$ cat config.mk
export PLATFORM = sky130hd
export DESIGN_NAME = vector_list_seq
export DESIGN_NICKNAME = d
export VERILOG_FILES = /design/src/rtl/vector_pkg.sv /design/src/rtl/vector_list_seq.sv
export SDC_FILE = /design/constraint.sdc
export NUM_CORES = 1
export LEC_CHECK = 0
export BUFFER_PORTS_ARGS = -buffer_cell sky130_fd_sc_hd__buf_2
export CAP_MARGIN = 20
export CORE_UTILIZATION = 50
export CTS_CLUSTER_DIAMETER = 200
export CTS_CLUSTER_SIZE = 24
export DETAILED_ROUTE_END_ITERATION = 6
export PLACE_DENSITY = 0.76
export SLEW_MARGIN = 20
export SYNTH_ARGS = -nofsm -noshare
export SYNTH_HDL_FRONTEND = slang
export SYNTH_SLANG_ARGS = --single-unit
$ cat constraint.sdc
create_clock -name clk -period 2 [get_ports clk]
set_input_delay 0.2 -clock clk [delete_from_list [all_inputs] [get_ports clk]]
set_output_delay 0.2 -clock clk [all_outputs]
set_load 0.01 [all_outputs]
$ cat src/rtl/vector_pkg.sv
//------------------------------------------------------------------------------
// Module  : vector_pkg
// Brief   : State encoding and display-list entry field positions for the
//           vector list sequencer.
// Revision: 1.0 - initial release
//------------------------------------------------------------------------------
`default_nettype none

package vector_pkg;

    localparam logic [2:0] S_IDLE    = 3'd0;
    localparam logic [2:0] S_FETCH   = 3'd1;
    localparam logic [2:0] S_LOAD    = 3'd2;
    localparam logic [2:0] S_GO      = 3'd3;
    localparam logic [2:0] S_WAIT_HI = 3'd4;
    localparam logic [2:0] S_WAIT_LO = 3'd5;
    localparam logic [2:0] S_NEXT    = 3'd6;
    localparam logic [2:0] S_DONE    = 3'd7;

    localparam int ENTRY_W = 18;
    localparam int LAST_B  = 17;
    localparam int MOVE_B  = 16;
    localparam int X_MSB   = 15;
    localparam int X_LSB   = 8;
    localparam int Y_MSB   = 7;
    localparam int Y_LSB   = 0;

endpackage

`default_nettype wire

$ cat src/rtl/vector_list_seq.sv
//------------------------------------------------------------------------------
// Module  : vector_list_seq
// Brief   : Walks a display list in sync-read memory and issues one line per
//           draw entry to the line drawer. Optional watchdog on the drawer
//           handshake is enabled by defining VSEQ_TIMEOUT_EN.
// Revision: 1.0 - initial release
//------------------------------------------------------------------------------
`default_nettype none

module vector_list_seq
    import vector_pkg::*;
#(
    parameter int ADDR_W = 10,
    parameter int TMO_W  = 10
) (
    input  logic                clk,
    input  logic                rst_n,
    input  logic                frame_start,
    output logic                mem_rd,
    output logic [ADDR_W-1:0]   mem_addr,
    input  logic [ENTRY_W-1:0]  mem_data,
    output logic                ld_go,
    input  logic                ld_busy,
    output logic [7:0]          ld_stax,
    output logic [7:0]          ld_stay,
    output logic [7:0]          ld_endx,
    output logic [7:0]          ld_endy,
    output logic                seq_busy,
    output logic                frame_done,
    output logic                tmo_err
);

    logic [2:0]        state_q, state_d;
    logic [ADDR_W-1:0] addr_q,  addr_d;
    logic              first_q, first_d;
    logic              last_q,  last_d;
    logic [7:0]        curx_q,  curx_d;
    logic [7:0]        cury_q,  cury_d;
    logic [7:0]        stax_q,  stax_d;
    logic [7:0]        stay_q,  stay_d;
    logic [7:0]        endx_q,  endx_d;
    logic [7:0]        endy_q,  endy_d;
    logic              w_tmo_hit;
    logic              w_in_wait;
    logic [7:0]        w_x;
    logic [7:0]        w_y;

    assign w_x       = mem_data[X_MSB:X_LSB];
    assign w_y       = mem_data[Y_MSB:Y_LSB];
    assign w_in_wait = (state_q == S_WAIT_HI) || (state_q == S_WAIT_LO);

    always_comb begin
        state_d = state_q;
        addr_d  = addr_q;
        first_d = first_q;
        last_d  = last_q;
        curx_d  = curx_q;
        cury_d  = cury_q;
        stax_d  = stax_q;
        stay_d  = stay_q;
        endx_d  = endx_q;
        endy_d  = endy_q;
        case (state_q)
            S_IDLE: begin
                if (frame_start) begin
                    addr_d  = '0;
                    first_d = 1'b1;
                    state_d = S_FETCH;
                end
            end
            S_FETCH: state_d = S_LOAD;
            S_LOAD: begin
                last_d = mem_data[LAST_B];
                curx_d = w_x;
                cury_d = w_y;
                // The first entry only places the pen, whatever its move bit says.
                if (mem_data[MOVE_B] || first_q) begin
                    first_d = 1'b0;
                    state_d = S_NEXT;
                end else begin
                    stax_d  = curx_q;
                    stay_d  = cury_q;
                    endx_d  = w_x;
                    endy_d  = w_y;
                    state_d = S_GO;
                end
            end
            S_GO: state_d = S_WAIT_HI;
            S_WAIT_HI: begin
                if (w_tmo_hit) begin
                    state_d = S_DONE;
                end else if (ld_busy) begin
                    state_d = S_WAIT_LO;
                end
            end
            S_WAIT_LO: begin
                if (w_tmo_hit) begin
                    state_d = S_DONE;
                end else if (!ld_busy) begin
                    state_d = S_NEXT;
                end
            end
            S_NEXT: begin
                if (last_q || (addr_q == '1)) begin
                    state_d = S_DONE;
                end else begin
                    addr_d  = addr_q + 1'b1;
                    state_d = S_FETCH;
                end
            end
            S_DONE:  state_d = S_IDLE;
            default: state_d = S_IDLE;
        endcase
    end

    always_ff @(posedge clk or negedge rst_n) begin
        if (!rst_n) begin
            state_q <= S_IDLE;
            addr_q  <= '0;
            first_q <= 1'b0;
            last_q  <= 1'b0;
            curx_q  <= '0;
            cury_q  <= '0;
            stax_q  <= '0;
            stay_q  <= '0;
            endx_q  <= '0;
            endy_q  <= '0;
        end else begin
            state_q <= state_d;
            addr_q  <= addr_d;
            first_q <= first_d;
            last_q  <= last_d;
            curx_q  <= curx_d;
            cury_q  <= cury_d;
            stax_q  <= stax_d;
            stay_q  <= stay_d;
            endx_q  <= endx_d;
            endy_q  <= endy_d;
        end
    end

`ifdef VSEQ_TIMEOUT_EN
    logic [TMO_W-1:0] tmo_cnt_q, tmo_cnt_d;
    logic             tmo_err_q;

    assign w_tmo_hit = w_in_wait && (tmo_cnt_q == '1);

    // Counter restarts whenever the state moves, so each wait phase is timed alone.
    always_comb begin
        tmo_cnt_d = tmo_cnt_q;
        if (state_d != state_q) begin
            tmo_cnt_d = '0;
        end else if (w_in_wait) begin
            tmo_cnt_d = tmo_cnt_q + 1'b1;
        end
    end

    always_ff @(posedge clk or negedge rst_n) begin
        if (!rst_n) begin
            tmo_cnt_q <= '0;
            tmo_err_q <= 1'b0;
        end else begin
            tmo_cnt_q <= tmo_cnt_d;
            if (w_tmo_hit) begin
                tmo_err_q <= 1'b1;
            end
        end
    end

    assign tmo_err = tmo_err_q;
`else
    // TMO_W has no role without the watchdog; keep the parameter referenced.
    logic [TMO_W-1:0] w_unused_tmo;
    logic             w_unused_wait;
    assign w_unused_tmo  = '0;
    assign w_unused_wait = w_in_wait;
    assign w_tmo_hit     = 1'b0;
    assign tmo_err       = 1'b0;
`endif

    assign mem_rd     = (state_q == S_FETCH);
    assign mem_addr   = addr_q;
    assign ld_go      = (state_q == S_GO);
    assign ld_stax    = stax_q;
    assign ld_stay    = stay_q;
    assign ld_endx    = endx_q;
    assign ld_endy    = endy_q;
    assign seq_busy   = (state_q != S_IDLE);
    assign frame_done = (state_q == S_DONE);

endmodule

`default_nettype wire

==> metrics.txt <==
result of the run=complete, no violations; core region area=5110 µm²; Min-Delay Path Class=in -> reg; transition time at the pin with the least slew margin=0.543 ns; capture point of the worst reg-to-reg path=mem_addr[1]; Clk network pwr share=0.233; total number of vias=1870; via count of the first global-routing pass=1835; CTS clock-pin slew for the worst setup and hold paths=0.06 ns; Combinational Power Share=0.346; fraction of layout instances using a drive strength above 1=0.500; detailed-route wire length=5.26 mm; number of buffers created by CTS=9; wire length of the first global-routing pass=8.73 mm; Switching Share=0.324; Total Nets Final=303; Worst Reg-to-Reg Cells=4; cell at the root of the clock tree=sky130_fd_sc_hd__clkbuf_8; startpoint of the most critical register-to-register path=state_q[0]; area used by sequential logic in the layout=1580 µm²; die width=75.0 µm; Crit Path Category=reg -> reg; sequential share of power=0.421; count of warnings emitted by yosys=0; Detail Placement HPWL=3.67 mm; final clock skew=0.00607 ns; largest driver fanout on the critical path=10; clock network latency to the later pin of the worst-skew pair=0.33 ns; arrival time at the worst endpoint=2.06 ns; maximum number of pins on one net before global-route repair=30; area added between synthesis and finish=26.4%; Critical Path, Cell by Cell=and3b_1, and4_4, a211oi_4, mux2i_1; FILL cells=402; effective utilization at floorplan=0.522; hold path startpoint=mem_data[17]; utilization of the core after routing=0.660; y dimension of the die=75.0 µm; Synthesized Nets=226; combined area of the multi-input logic cells=1010 µm²; Crit path largest cell delay=0.53 ns; Synth Register Bits=63; Hold-fix buffers, CTS=1; internal power contribution=3.66 mW; detailed-routing iteration count for the pre-antenna-repair pass=4; element type at the critical path end=register; Hold Crit Depth=2; post-synthesis cell type count=35; Leak Pwr=1.64 nW; kind of start point of the critical path=register; data required time at the worst endpoint=2.25 ns; H-tree depth reported by CTS=3; number of buffers on the longest clock path=2; average size of a mapped cell=13.1 µm²; Critical-path top delay cell=sky130_fd_sc_hd__dfrtp_1; sequential cell area fraction in the yosys report=0.591; max-cap violation count=0; aggregate global routing overflow=0; slack of the worst reg-to-reg path=0.19 ns; Max Slew Vio Count=0; number of buffers added for setup after CTS=0; clock sink count=63; power density over cell area=1600 nW/µm²; minimum period implied by the final worst setup slack=1.81 ns; net switching power=1.75 mW; unrepaired setup endpoints after global routing=no; per-cell via count in the routed design=5.28; ratio of final minimum period to clock period=0.905; number of buffers added on ports=67; aggregate negative setup slack=0 ns; number of primary I/O pins=69; max-slew headroom at the worst pin=0.638; VDD IR max=0.000853 V; highest clock rate=553 MHz; Die ar.=5630 µm²; gr usage total=0.213; initial antenna violation count=0; number of standard cells after synthesis=203; count of standard-cell rows=26; Worst Hold Path EP=last_q; number of nets still failing antenna checks after routing=0; post-detailed-route DRC marker count=0; Resized Gates After CTS=0; number of diodes added for antenna fixing=0; combined area of all synthesized cells=2670 µm²; final estimated routing congestion in global placement=0.796; final hold violation count=0; CTS tree=built; Wirelength per Cell=14.8 µm; iteration-0 DRC count of the detailed router=152; setup-violating endpoint count in the final report=0
[flip-flops by register name, indices dropped and copies added, names as in the netlist]
register / flops
state_q: 3
ld_endy: 8
curx_q: 8
mem_addr: 10
ld_stax: 8
ld_stay: 8
cury_q: 8
ld_endx: 8
first_q: 1
last_q: 1
[power by group through the flow]
stage | sequential, mW | clock, mW | combinational, mW
after floorplan | 2.41 | 0 | 1.00
after global placement | 2.26 | 0 | 1.83
after detailed placement | 2.29 | 0 | 1.89
after CTS | 2.28 | 1.29 | 1.89
after global routing | 2.38 | 1.32 | 2.05
final | 2.28 | 1.26 | 1.87
[placed cells by master (no fill, tap or decap), types with 3 or more instances in the layout]
| cell | n |
|---|---|
| sky130_fd_sc_hd__a21oi_1 | 3 |
| sky130_fd_sc_hd__a31oi_1 | 9 |
| sky130_fd_sc_hd__and3_1 | 3 |
| sky130_fd_sc_hd__buf_2 | 67 |
| sky130_fd_sc_hd__buf_4 | 7 |
| sky130_fd_sc_hd__clkbuf_8 | 12 |
| sky130_fd_sc_hd__dfrtp_1 | 63 |
| sky130_fd_sc_hd__inv_1 | 7 |
| sky130_fd_sc_hd__mux2_2 | 48 |
| sky130_fd_sc_hd__nand2_1 | 9 |
| sky130_fd_sc_hd__nand2b_1 | 4 |
| sky130_fd_sc_hd__nand3_1 | 5 |
| sky130_fd_sc_hd__nor2_1 | 7 |
| sky130_fd_sc_hd__o21ai_0 | 6 |
[synth_stat cells]
library cell	n	area share
sky130_fd_sc_hd__nand3_1	5	0.0094
sky130_fd_sc_hd__a21oi_1	3	0.0056
sky130_fd_sc_hd__inv_1	7	0.0099
sky130_fd_sc_hd__o2bb2ai_1	1	0.0033
sky130_fd_sc_hd__o21ai_0	6	0.011
sky130_fd_sc_hd__nand2_1	9	0.013
sky130_fd_sc_hd__mux2_1	1	0.0042
sky130_fd_sc_hd__a41oi_1	2	0.0066
sky130_fd_sc_hd__clkbuf_1	5	0.0070
sky130_fd_sc_hd__conb_1	1	0.0014
sky130_fd_sc_hd__or3_1	2	0.0047
sky130_fd_sc_hd__ha_1	1	0.0047
sky130_fd_sc_hd__and4_4	1	0.0042
sky130_fd_sc_hd__nand3b_1	2	0.0056
sky130_fd_sc_hd__a211oi_1	1	0.0028
sky130_fd_sc_hd__nor3_1	2	0.0038
sky130_fd_sc_hd__nand2b_1	4	0.0094
sky130_fd_sc_hd__and3b_1	1	0.0033
sky130_fd_sc_hd__buf_4	1	0.0028
sky130_fd_sc_hd__and4_1	2	0.0066
sky130_fd_sc_hd__mux2_2	48	0.20
sky130_fd_sc_hd__and2_1	1	0.0023
sky130_fd_sc_hd__and3_1	3	0.0070
sky130_fd_sc_hd__a21o_1	2	0.0056
sky130_fd_sc_hd__o31ai_1	1	0.0028
sky130_fd_sc_hd__o211ai_1	2	0.0056
sky130_fd_sc_hd__nand4bb_1	1	0.0042
sky130_fd_sc_hd__nor2_4	1	0.0042
sky130_fd_sc_hd__a211oi_4	1	0.0075
sky130_fd_sc_hd__a31oi_1	9	0.021
sky130_fd_sc_hd__buf_2	5	0.0094
sky130_fd_sc_hd__dfrtp_1	63	0.59
sky130_fd_sc_hd__nor4b_1	1	0.0033
sky130_fd_sc_hd__mux2i_1	1	0.0038
sky130_fd_sc_hd__nor2_1	7	0.0099
[worst max-delay path: cells and delay by family (launching register included)]
family	cells	cell delay [ns]
AOI/OAI and AO/OA	1	0.44
DFF	1	0.53
muxes	1	0.25
and+or+nand+nor	2	0.50
[routing by layer]
metal,GRT usage,share of wire
met2,0.323,0.48
met1,0.284,0.44
met4,0.113,0.021
met5,0,0
met3,0.0535,0.054
[cells by family (layout without fill, tap and decap cells)]
| group | count (synthesis) | count (layout) | synth area share |
|---|---|---|---|
| compound gates | 28 | 28 | 0.0723 |
| simple gates | 42 | 42 | 0.0906 |
| buf+inv | 18 | 99 | 0.0291 |
| other cells | 1 | 1 | 0.00141 |
| fa+ha+maj | 1 | 1 | 0.00469 |
| flops | 63 | 63 | 0.591 |
| mux | 50 | 50 | 0.211 |
[per-stage QoR]
stage | cell area (µm²) | setup slack, ns | hold slack, ns | total power [mW] | std cells
3_5_place_dp | 3130 | 0.209 | 0.226 | 4.18 | 338
6_report | 3370 | 0.190 | 0.106 | 5.41 | 354
4_1_cts | 3370 | 0.189 | 0.0925 | 5.46 | 354
2_1_floorplan | 2670 | 0.192 | -0.0956 | 3.41 | 203
3_3_place_gp | 3130 | 0.276 | 0.222 | 4.09 | 338
5_1_grt | 3370 | 0.0593 | 0.110 | 5.76 | 354
[worst max-delay path by stage]
| stage | slack (ns) | end | start | depth (start not counted) |
|---|---|---|---|---|
| 5_1_grt | 0.06 | mem_addr[1] | state_q[0] | 4 |
| 2_1_floorplan | 0.19 | mem_addr[1] | mem_addr[0] | 6 |
| 4_1_cts | 0.19 | mem_addr[1] | mem_addr[0] | 5 |
| 6_report | 0.19 | mem_addr[1] | state_q[0] | 4 |
| 3_3_place_gp | 0.28 | mem_addr[1] | state_q[0] | 4 |
| 3_5_place_dp | 0.21 | mem_addr[1] | state_q[0] | 4 |
[final cells by class]
type,count,share of cell area
Multi-Input combinational cell,122,0.300
Clock buffer,12,0.0490
Clock inverter,3,0.0193
Inverter,7,0.00780
Timing Repair Buffer,77,0.130
Tap cell,70,0.0260
Sequential cell,63,0.468
Note: power is estimated with default switching activity, not from simulation.
